$ cat config.mk
export PLATFORM = sky130hd
export DESIGN_NAME = uart_rx_engine
export DESIGN_NICKNAME = d
export VERILOG_FILES = /design/src/rtl/uart_pkg.sv /design/src/rtl/uart_bit_timer.sv /design/src/rtl/uart_rx_engine.sv
export SDC_FILE = /design/constraint.sdc
export NUM_CORES = 1
export LEC_CHECK = 0
export CAP_MARGIN = 20
export CELL_PAD_IN_SITES_DETAIL_PLACEMENT = 2
export CELL_PAD_IN_SITES_GLOBAL_PLACEMENT = 2
export CORE_MARGIN = 2
export CORE_UTILIZATION = 32
export CTS_CLUSTER_SIZE = 28
export DETAILED_ROUTE_END_ITERATION = 8
export GPL_TIMING_DRIVEN = 0
export PLACE_DENSITY_LB_ADDON = 0.2
export SLEW_MARGIN = 20
export SYNTH_ARGS = -nofsm -noshare
export SYNTH_HDL_FRONTEND = slang
export SYNTH_SLANG_ARGS = --single-unit
$ cat constraint.sdc
create_clock -name clk -period 2.1 [get_ports clk]
set_input_delay 0.42 -clock clk [delete_from_list [all_inputs] [get_ports clk]]
set_output_delay 0.42 -clock clk [all_outputs]
set_load 0.05 [all_outputs]
$ cat src/rtl/uart_pkg.sv
// Shared UART definitions: FSM encoding, frame-length limits and parity-select codes.
// Used by both the receive and transmit halves.
package uart_pkg;

    typedef enum logic [1:0] {
        StIdle,
        StStart,
        StData,
        StDone
    } uart_state_e;

    localparam int unsigned F_MIN = 8;
    localparam int unsigned F_MAX = 10;

    localparam logic PAR_EVEN = 1'b0;
    localparam logic PAR_ODD  = 1'b1;

    // Bits after the start bit: data (7/8), optional parity, stop.
    function automatic logic [3:0] frame_len(input logic eight, input logic pen);
        return 4'd8 + {3'b000, eight} + {3'b000, pen};
    endfunction

endpackage

$ cat src/rtl/uart_bit_timer.sv
// Loadable bit-time down-counter. Loads K or K>>1 and pulses done once per load interval.
module uart_bit_timer #(
    parameter int unsigned CW = 20
) (
    input  logic          clk,
    input  logic          reset,
    input  logic          load,
    input  logic          half,
    input  logic [CW-1:0] k,
    output logic          done
);

    logic [CW-1:0] cnt_q, cnt_d;

    always_comb begin
        cnt_d = cnt_q;
        if (load) begin
            cnt_d = half ? (k >> 1) : k;
        end else if (cnt_q != '0) begin
            cnt_d = cnt_q - CW'(1);
        end
    end

    always_ff @(posedge clk or posedge reset) begin
        if (reset) begin
            cnt_q <= '0;
        end else begin
            cnt_q <= cnt_d;
        end
    end

    // Fires on the cycle the count reaches zero at the next edge, so a load of L
    // spaces consecutive acting edges exactly L clocks apart.
    assign done = (cnt_q == CW'(1));

endmodule

$ cat src/rtl/uart_rx_engine.sv
// UART receiver: synchronises RX, finds start bits, samples mid-bit and deserialises
// 7/8 data bits with optional parity, reporting parity, framing and overrun status.
module uart_rx_engine
    import uart_pkg::*;
#(
    parameter int unsigned CW   = 20,
    parameter int unsigned SYNC = 2
) (
    input  logic          clk,
    input  logic          reset,
    input  logic          RX,
    input  logic [CW-1:0] K,
    input  logic          EIGHT,
    input  logic          PEN,
    input  logic          OHEL,
    input  logic          READ,
    output logic [7:0]    RX_DATA,
    output logic          RXRDY,
    output logic          PERR,
    output logic          FERR,
    output logic          OVF
);

    logic [SYNC-1:0] sync_q;
    logic            rxs;

    uart_state_e state_q, state_d;
    logic [3:0]  bit_cnt_q, bit_cnt_d;
    logic [9:0]  shreg_q, shreg_d;
    logic        eight_q, pen_q, ohel_q;
    logic [CW-1:0] k_q;
    logic        cfg_capture;

    logic          tmr_load, tmr_half, tmr_done;
    logic [CW-1:0] tmr_k;

    logic [3:0] flen;
    logic [9:0] frame;
    logic [7:0] data_new;
    logic       par_bit, stop_bit, par_exp, perr_new;

    logic [7:0] rx_data_q, rx_data_d;
    logic       rxrdy_q, rxrdy_d, perr_q, perr_d, ferr_q, ferr_d, ovf_q, ovf_d;

    always_ff @(posedge clk or posedge reset) begin
        if (reset) begin
            sync_q <= '1;
        end else begin
            sync_q <= {sync_q[SYNC-2:0], RX};
        end
    end

    assign rxs = sync_q[SYNC-1];

    // The start-detect load must use the live K since k_q is only captured on that edge.
    assign tmr_k = cfg_capture ? K : k_q;

    uart_bit_timer #(
        .CW(CW)
    ) u_bit_timer (
        .clk  (clk),
        .reset(reset),
        .load (tmr_load),
        .half (tmr_half),
        .k    (tmr_k),
        .done (tmr_done)
    );

    assign flen = frame_len(eight_q, pen_q);

    always_comb begin
        state_d     = state_q;
        bit_cnt_d   = bit_cnt_q;
        shreg_d     = shreg_q;
        tmr_load    = 1'b0;
        tmr_half    = 1'b0;
        cfg_capture = 1'b0;
        unique case (state_q)
            StIdle: begin
                if (!rxs) begin
                    state_d     = StStart;
                    tmr_load    = 1'b1;
                    tmr_half    = 1'b1;
                    bit_cnt_d   = '0;
                    shreg_d     = '0;
                    cfg_capture = 1'b1;
                end
            end
            StStart: begin
                if (tmr_done) begin
                    if (rxs) begin
                        state_d = StIdle;
                    end else begin
                        tmr_load = 1'b1;
                        state_d  = StData;
                    end
                end
            end
            StData: begin
                if (tmr_done) begin
                    shreg_d   = {rxs, shreg_q[9:1]};
                    tmr_load  = 1'b1;
                    bit_cnt_d = bit_cnt_q + 4'd1;
                    if (bit_cnt_d == flen) begin
                        state_d = StDone;
                    end
                end
            end
            StDone: begin
                state_d = StIdle;
            end
            default: begin
                state_d = StIdle;
            end
        endcase
    end

    // Bits enter at the MSB end, so a short frame sits high and is shifted down.
    assign frame    = shreg_q >> (4'd10 - flen);
    assign data_new = {eight_q & frame[7], frame[6:0]};
    assign par_bit  = eight_q ? frame[8] : frame[7];
    assign stop_bit = frame[flen - 4'd1];
    assign par_exp  = (ohel_q == PAR_EVEN) ? ^data_new : ~^data_new;
    assign perr_new = pen_q & (par_bit != par_exp);

    always_comb begin
        rx_data_d = rx_data_q;
        rxrdy_d   = rxrdy_q;
        perr_d    = perr_q;
        ferr_d    = ferr_q;
        ovf_d     = ovf_q;
        if (state_q == StDone) begin
            rx_data_d = data_new;
            perr_d    = perr_new;
            ferr_d    = ~stop_bit;
            rxrdy_d   = 1'b1;
            ovf_d     = ovf_q | (rxrdy_q & ~READ);
        end else if (READ && rxrdy_q) begin
            rxrdy_d = 1'b0;
            perr_d  = 1'b0;
            ferr_d  = 1'b0;
            ovf_d   = 1'b0;
        end
    end

    always_ff @(posedge clk or posedge reset) begin
        if (reset) begin
            state_q   <= StIdle;
            bit_cnt_q <= '0;
            shreg_q   <= '0;
            eight_q   <= 1'b0;
            pen_q     <= 1'b0;
            ohel_q    <= 1'b0;
            k_q       <= '0;
            rx_data_q <= '0;
            rxrdy_q   <= 1'b0;
            perr_q    <= 1'b0;
            ferr_q    <= 1'b0;
            ovf_q     <= 1'b0;
        end else begin
            state_q   <= state_d;
            bit_cnt_q <= bit_cnt_d;
            shreg_q   <= shreg_d;
            if (cfg_capture) begin
                eight_q <= EIGHT;
                pen_q   <= PEN;
                ohel_q  <= OHEL;
                k_q     <= K;
            end
            rx_data_q <= rx_data_d;
            rxrdy_q   <= rxrdy_d;
            perr_q    <= perr_d;
            ferr_q    <= ferr_d;
            ovf_q     <= ovf_d;
        end
    end

    assign RX_DATA = rx_data_q;
    assign RXRDY   = rxrdy_q;
    assign PERR    = perr_q;
    assign FERR    = ferr_q;
    assign OVF     = ovf_q;

endmodule

# After elaboration in Yosys (flattened, before gate mapping)
# Cells that the tools add are included.
dict set report op_classes {
  n_reduce_logical 10
  bitwise_logic 6
  n_eq_ne 10
  addsub 6
  muxes 30
  shift 1
  n_lt_le_gt_ge 1
}
# op n
set ops {}
lappend ops {{20-bit two-way mux} 4}
lappend ops {{20-bit by 1-bit equality test with 1-bit output (second input constant)} 1}
lappend ops {{10-bit two-way mux} 2}
lappend ops {{10-bit case mux with 2 select lines} 1}
lappend ops {{20-bit nonzero test} 1}
lappend ops {{20-bit by 1-bit subtractor with 20-bit output (second input constant)} 1}
lappend ops {{1-bit two-way mux} 12}
lappend ops {{2-bit two-way mux} 5}
lappend ops {{10-bit by 4-bit right shift with 10-bit output} 1}
lappend ops {{4-bit two-way mux} 2}
lappend ops {{2-bit inequality test (second input constant)} 4}
lappend ops {{2-bit case mux with 4 select lines} 1}
lappend ops {{4-bit case mux with 2 select lines} 1}
lappend ops {{8-bit XNOR reduction} 1}
lappend ops {{8-bit XOR reduction} 1}
lappend ops {{2-bit nonzero test} 3}
lappend ops {{4-bit by 5-bit less-than comparator with 1-bit output (second input constant)} 1}
lappend ops {{4-bit by 1-bit adder with 4-bit output} 1}
lappend ops {{4-bit by 1-bit adder with 4-bit output (first input constant)} 1}
lappend ops {{4-bit by 1-bit adder with 4-bit output (second input constant)} 1}
lappend ops {{1-bit binary-select mux with 4-bit select} 1}
lappend ops {{2-bit equality test (second input constant)} 2}
lappend ops {{4-bit equality test} 1}
lappend ops {{4-bit AND reduction} 1}
lappend ops {{other kinds (11)} 14}
dict set report totals {
  word_cells 78
  in_bits 27
  ff_bits 73
}

# Depth between registers and ports, before layout
dict set report logic_depth {
  depth_word 10
  depth_mapped 11
  depth_no_buf 9
}

# Cells and area by module
# Synthesis repeated with hierarchy kept, for this count alone.
dict set report hier_totals {
  hier_cells 399
  area_unflattened_um2 4103.9
}
# mod area_per_inst_um2 cells_per_inst instances
set modules_own_cells {}
lappend modules_own_cells {uart_rx_engine 2665.1 240 1}
lappend modules_own_cells {uart_bit_timer 1438.9 159 1}

# Worst setup path after synthesis
# OpenSTA, ideal clock, no wires.
dict set report synth_path {
  path_type {flip-flop to flip-flop}
  start {register eight_q}
  end {register perr_q, in the netlist PERR}
  stages_incl_launch_ff 11
  arrival_time_ns 2.184
  slack_ns -0.205
  required_time_ns 1.978
  period_less_slack_ns 2.305
  cell_sequence {dfrtp_1 -> inv_1 -> ha_1 -> buf_6 -> nand2_1 -> a2bb2oi_2 -> o22a_2 -> xnor2_1 -> xnor2_1 -> xnor3_1 -> a32o_1}
}
dict set report synth_between {
  elab_chain_cells 10
}
# item line_no
set synth_rtl {}
lappend synth_rtl {{start: declaration} uart_rx_engine.sv:30} ;# logic eight_q, pen_q, ohel_q;
lappend synth_rtl {{start signal: assignment} uart_rx_engine.sv:151} ;# eight_q <= 1'b0;
lappend synth_rtl {{start signal: assignment} uart_rx_engine.sv:165} ;# eight_q <= EIGHT;
lappend synth_rtl {{4-bit by 1-bit adder with 4-bit output (2 in a row)} uart_pkg.sv:20} ;# return 4'd8 + {3'b000, eight} + {3'b000, pen};
lappend synth_rtl {{4-bit subtractor} uart_rx_engine.sv:119} ;# assign frame = shreg_q >> (4'd10 - flen);
lappend synth_rtl {{10-bit by 4-bit right shift with 10-bit output} uart_rx_engine.sv:119}
lappend synth_rtl {{1-bit AND} uart_rx_engine.sv:120} ;# assign data_new = {eight_q & frame[7], frame[6:0]};
lappend synth_rtl {{8-bit XOR reduction or 8-bit XNOR reduction (tied branches)} uart_rx_engine.sv:123} ;# assign par_exp = (ohel_q == PAR_EVEN) ? ^data_new : ~^data_new;
lappend synth_rtl {{1-bit two-way mux} uart_rx_engine.sv:123}
lappend synth_rtl {{1-bit inequality test *} uart_rx_engine.sv:124} ;# assign perr_new = pen_q & (par_bit != par_exp);
lappend synth_rtl {{1-bit AND *} uart_rx_engine.sv:124}
lappend synth_rtl {{1-bit two-way mux *} uart_rx_engine.sv:132} ;# if (state_q == StDone) begin
lappend synth_rtl {{end signal: assignment} uart_rx_engine.sv:172} ;# perr_q <= perr_d;
lappend synth_rtl {{end: declaration} uart_rx_engine.sv:43} ;# logic rxrdy_q, rxrdy_d, perr_q, perr_d, ferr_q, ferr_d, ovf_q, ovf_d;
# Mark *: on every way between the ends. The rest lies on a longest branch, timed or not.
# A chain may end at the register's enable or synchronous reset.

# Final worst setup path
# Same ends and word-level chain as after synthesis.

==> run summary <==
Across the run, the number of max-cap violations was 0. Between clock sinks in the finished design, the worst skew comes to 0.00677 ns. The number of vias per cell was 5.30. The flow ran to the end, but the final reports show violations. Of all flip-flops after synthesis, the portion carrying an async set or reset was 100%.

After clock tree synthesis, the flow added hold-fix buffers numbering 0. The tree is rooted in a sky130_fd_sc_hd__clkbuf_16. The post-synthesis to final-layout area growth works out to 43.1%. The buffers plus inverters on the worst setup path was 2; the top-level I/O count was 39. Sequential elements use 45.7% of the synthesized area. For the net count after synthesis, the log shows 479. The startpoint kind of the worst setup timing path was a register. The count of flip-flops with a built-in enable after synthesis is 0, and the number of remaining DRC errors is 0. The kind of critical path was reg -> reg.

The delay of the slowest cell on the worst path was 0.40 ns; the max-slew violation count was 0. The setup check on the worst reg-to-reg path leaves a slack of -0.32 ns. Detailed routing inserted a total of 3718 vias. Of the cells placed in the final design, the portion with a size suffix greater than 1 is 29.2%.

During placement, the flow inserted port buffers numbering 38. Subtracting the final worst setup slack from the clock period gives 2.42 ns. For the number of global-route vias before repair, the log shows 4146. The most used flip-flop cell after synthesis is sky130_fd_sc_hd__dfrtp_1. Along the worst path, the maximum fanout reaches 6. The logs give 13400 µm² for the full die area and 2 for the largest buffer count on any clock path. IR analysis of the VDD net gives a maximum drop of 0.000361 V.

Walking the worst path, the cells encountered are inv_2 -> ha_4 -> buf_6 -> nand2b_4 -> o2bb2ai_4 -> mux2_4 -> xnor2_4 -> xnor2_2 -> xnor3_1 -> a32o_1. In the global route stage, met2 resource usage came out at 37.5%. After detailed placement, the total cell area comes to 4710 µm².

Based on the critical path, the design can be clocked at up to 414 MHz. The largest net degree at the start of global routing came out at 23. Data arrives at the worst endpoint at 2.65 ns. The repair_antennas step left the layout with diodes totalling 0.

Counting the fill cells in the layout gives 1288. Area taken by flip-flops and latches: 1830 µm². Setup repair after global routing could not meet its margin everywhere. The synthesized netlist occupies a cell area of 4000 µm². The initial antenna violation count is 0. The post-detailed-route count of antenna-violating nets was 0. STA classifies the critical path endpoint as a register.

The global routing stage identified its most utilized layer as met2. The global-route usage over all layers is 22.5%, and the headroom to the max-slew limit is 57.7%. The logs give 2.41 nW for the leakage power and 2380 µm² for the multi-input logic area. During synthesis, Yosys emitted a total of 0 warnings. After routing the design area is 5730 µm². Placer congestion estimate: 0.820. The global-route wire length before repair was 22800 µm. The power density of the placed cells is 709 nW/µm². Dividing the detail-routed wire length by the instance count gives 21.6 µm. Synthesis produced 446 cells. The total overflow left after global routing is 0. Effective utilization at floorplan: 33.1%. The number of hold violations in the final report is 0, and the width of the die is 116 µm. Broken down by cell family, the worst path's largest delay share belongs to XOR/XNOR gates. Leaving out fill and tap cells, the most frequent cells in the layout are sky130_fd_sc_hd__nand2_1, sky130_fd_sc_hd__dfrtp_1, sky130_fd_sc_hd__clkdlybuf4s50_1. In this run the worst hold path is classified as reg -> reg. The HPWL after detailed placement is 9070 µm.

For met1 alone, demand over resource in global routing was 30.3%. The run gives 139 as the number of design-rule violations left by the first detailed-router iteration. Counting every sink on the clock net gives 73. The first TritonRoute pass finished after 4 iterations. The tools report the clock latency at the later pin of the worst-skew pair as 0.35 ns. TritonCTS built the clock tree. For the pin with the worst max-slew slack, the measured transition is 0.635 ns.

Summed over all failing endpoints, the final setup total negative slack is -1.61 ns. The global-route met3 utilization was 3.19%; the number of distinct library cell variants in the gate-level netlist after synthesis was 65. The height of the chip was 116 µm. The clock-pin transition on the worst setup and hold timing paths came out at 0.06 ns.

Averaged over all synthesized cells, the footprint is 8.98 µm². The final reports fail on negative setup slack. At the end of the flow, the number of nets in the layout was 562. The initialized floorplan defines 40 standard-cell rows. Buffers inserted during clock tree synthesis total 9. The run gives 15200 µm as the total length of routed wires.

Synthesis inferred 73 register bits. The setup slack of the critical path after layout is -0.315 ns. The library cell used most frequently in the layout, excluding fill and tap cells, is sky130_fd_sc_hd__nand2_1.

Setup violations remaining at the end of the flow were counted as 18. The worst path uses 115% of the clock period. Overall power consumption after layout is estimated at 4.06 mW. STA puts the critical path data required time at 2.33 ns.

The region available for standard cell placement spans 12100 µm². The H-tree generated during clock tree synthesis spans 3 levels. For this design, the slowest cell found on the critical path is sky130_fd_sc_hd__dfrtp_1.
[layer usage]
layer | wire (µm) | up-vias
met3 | 465 | 25
met5 | 0 | -
met2 | 7710 | 69
met1 | 6720 | 1922
met4 | 274 | 0
li1 | - | 1702
[sequential cells by signal, indices dropped and copies added, names as in the netlist, 2 cells and up, named ones only]
name and count:
u_bit_timer.cnt_q 20, shreg_q 10, k_q 20, RX_DATA 8
bit_cnt_q 4, sync_q 2
[layout make-up]
class                   instances  share of cell area (%)
clock inverters                 3                   0.262
inverters                      19                    1.38
plain buffers                  21                    2.84
clock buffers                  13                    4.54
multi-input cells             329                    41.5
well taps                     168                    3.67
repair buffers                 76                    13.8
flip-flops and latches         73                    32.0
[power by group]
group | internal, mW | total, mW | switching (mW)
Combinational | 0.397 | 0.855 | 0.458
Sequential | 1.55 | 1.74 | 0.187
Clock | 0.860 | 1.47 | 0.609
[synth_stat cells (2+ instances only)]
library cell / number / area (µm²)
sky130_fd_sc_hd__a31oi_1: 4 / 25.0
sky130_fd_sc_hd__inv_1: 17 / 63.8
sky130_fd_sc_hd__buf_1: 3 / 11.3
sky130_fd_sc_hd__a2111oi_2: 2 / 30.0
sky130_fd_sc_hd__ha_1: 6 / 75.1
sky130_fd_sc_hd__nand2_2: 2 / 12.5
sky130_fd_sc_hd__a22oi_1: 5 / 37.5
sky130_fd_sc_hd__or4_1: 3 / 22.5
sky130_fd_sc_hd__buf_2: 7 / 35.0
sky130_fd_sc_hd__nand3_1: 5 / 25.0
sky130_fd_sc_hd__o21a_1: 4 / 30.0
sky130_fd_sc_hd__o31ai_1: 7 / 52.6
sky130_fd_sc_hd__clkbuf_1: 9 / 33.8
sky130_fd_sc_hd__nor4_1: 3 / 18.8
sky130_fd_sc_hd__mux2_2: 4 / 45.0
sky130_fd_sc_hd__and2_1: 2 / 12.5
sky130_fd_sc_hd__nand2_1: 109 / 409
sky130_fd_sc_hd__and3_1: 2 / 12.5
sky130_fd_sc_hd__buf_4: 2 / 15.0
sky130_fd_sc_hd__buf_6: 3 / 33.8
sky130_fd_sc_hd__dfstp_2: 2 / 52.6
sky130_fd_sc_hd__mux2i_1: 4 / 40.0
sky130_fd_sc_hd__xor2_1: 4 / 35.0
sky130_fd_sc_hd__a21o_1: 4 / 30.0
sky130_fd_sc_hd__nor3_1: 9 / 45.0
sky130_fd_sc_hd__a21oi_1: 27 / 135
sky130_fd_sc_hd__o22ai_1: 7 / 43.8
sky130_fd_sc_hd__dfrtp_1: 71 / 1780
sky130_fd_sc_hd__xnor2_1: 18 / 158
sky130_fd_sc_hd__nor2b_1: 3 / 18.8
sky130_fd_sc_hd__nor2_1: 25 / 93.8
sky130_fd_sc_hd__nor3_2: 2 / 20.0
sky130_fd_sc_hd__or3_1: 4 / 25.0
sky130_fd_sc_hd__a211oi_1: 3 / 22.5
sky130_fd_sc_hd__o21ai_0: 34 / 170
[cell families after synthesis]
kind of cell             after synthesis  share of synthesized area (%)
AND/OR/NAND/NOR                      179                           20.9
AO/OA/AOI/OAI                        112                           18.5
multiplexers                           9                           2.50
flip-flops                            73                           45.7
buffers and inverters                 44                           5.19
XOR/XNOR                              23                           5.37
adder cells (fa/ha/maj)                6                           1.87
[worst paths after layout]
kind | end | depth (start not counted) | startpoint
setup reg to reg | PERR$_DFFE_PP0P_ | 10 | eight_q$_DFFE_PP0P_
max in group asynchronous | u_bit_timer.cnt_q[2]$_DFFE_PP0P_ | 4 | reset
hold reg to reg | sync_q[1]$_DFF_PP1_ | 0 | sync_q[0]$_DFF_PP1_
min in group asynchronous | shreg_q[7]$_DFFE_PP0P_ | 2 | reset
setup / recovery | PERR$_DFFE_PP0P_ | 10 | eight_q$_DFFE_PP0P_
hold / removal | sync_q[1]$_DFF_PP1_ | 0 | sync_q[0]$_DFF_PP1_
[timing repair]
item,CTS,global route
gates cloned,1,1
setup buffers,24,10
resized for setup,44,89
setup endpoints to repair,46,35
pin swaps,12,27
[stage by stage]
step / std cells / hold slack (ns) / utilization [%] / worst slack, ns
global placement: 652 / 0.347 / 38.2 / -0.612
detailed placement: 655 / 0.349 / 38.9 / -0.652
CTS: 693 / 0.357 / 44.3 / -0.335
finish: 702 / 0.356 / 47.3 / -0.315
global route: 702 / 0.362 / 47.3 / -0.405
floorplan: 446 / 0.345 / - / -0.195
(Power assumes the default switching activity.)
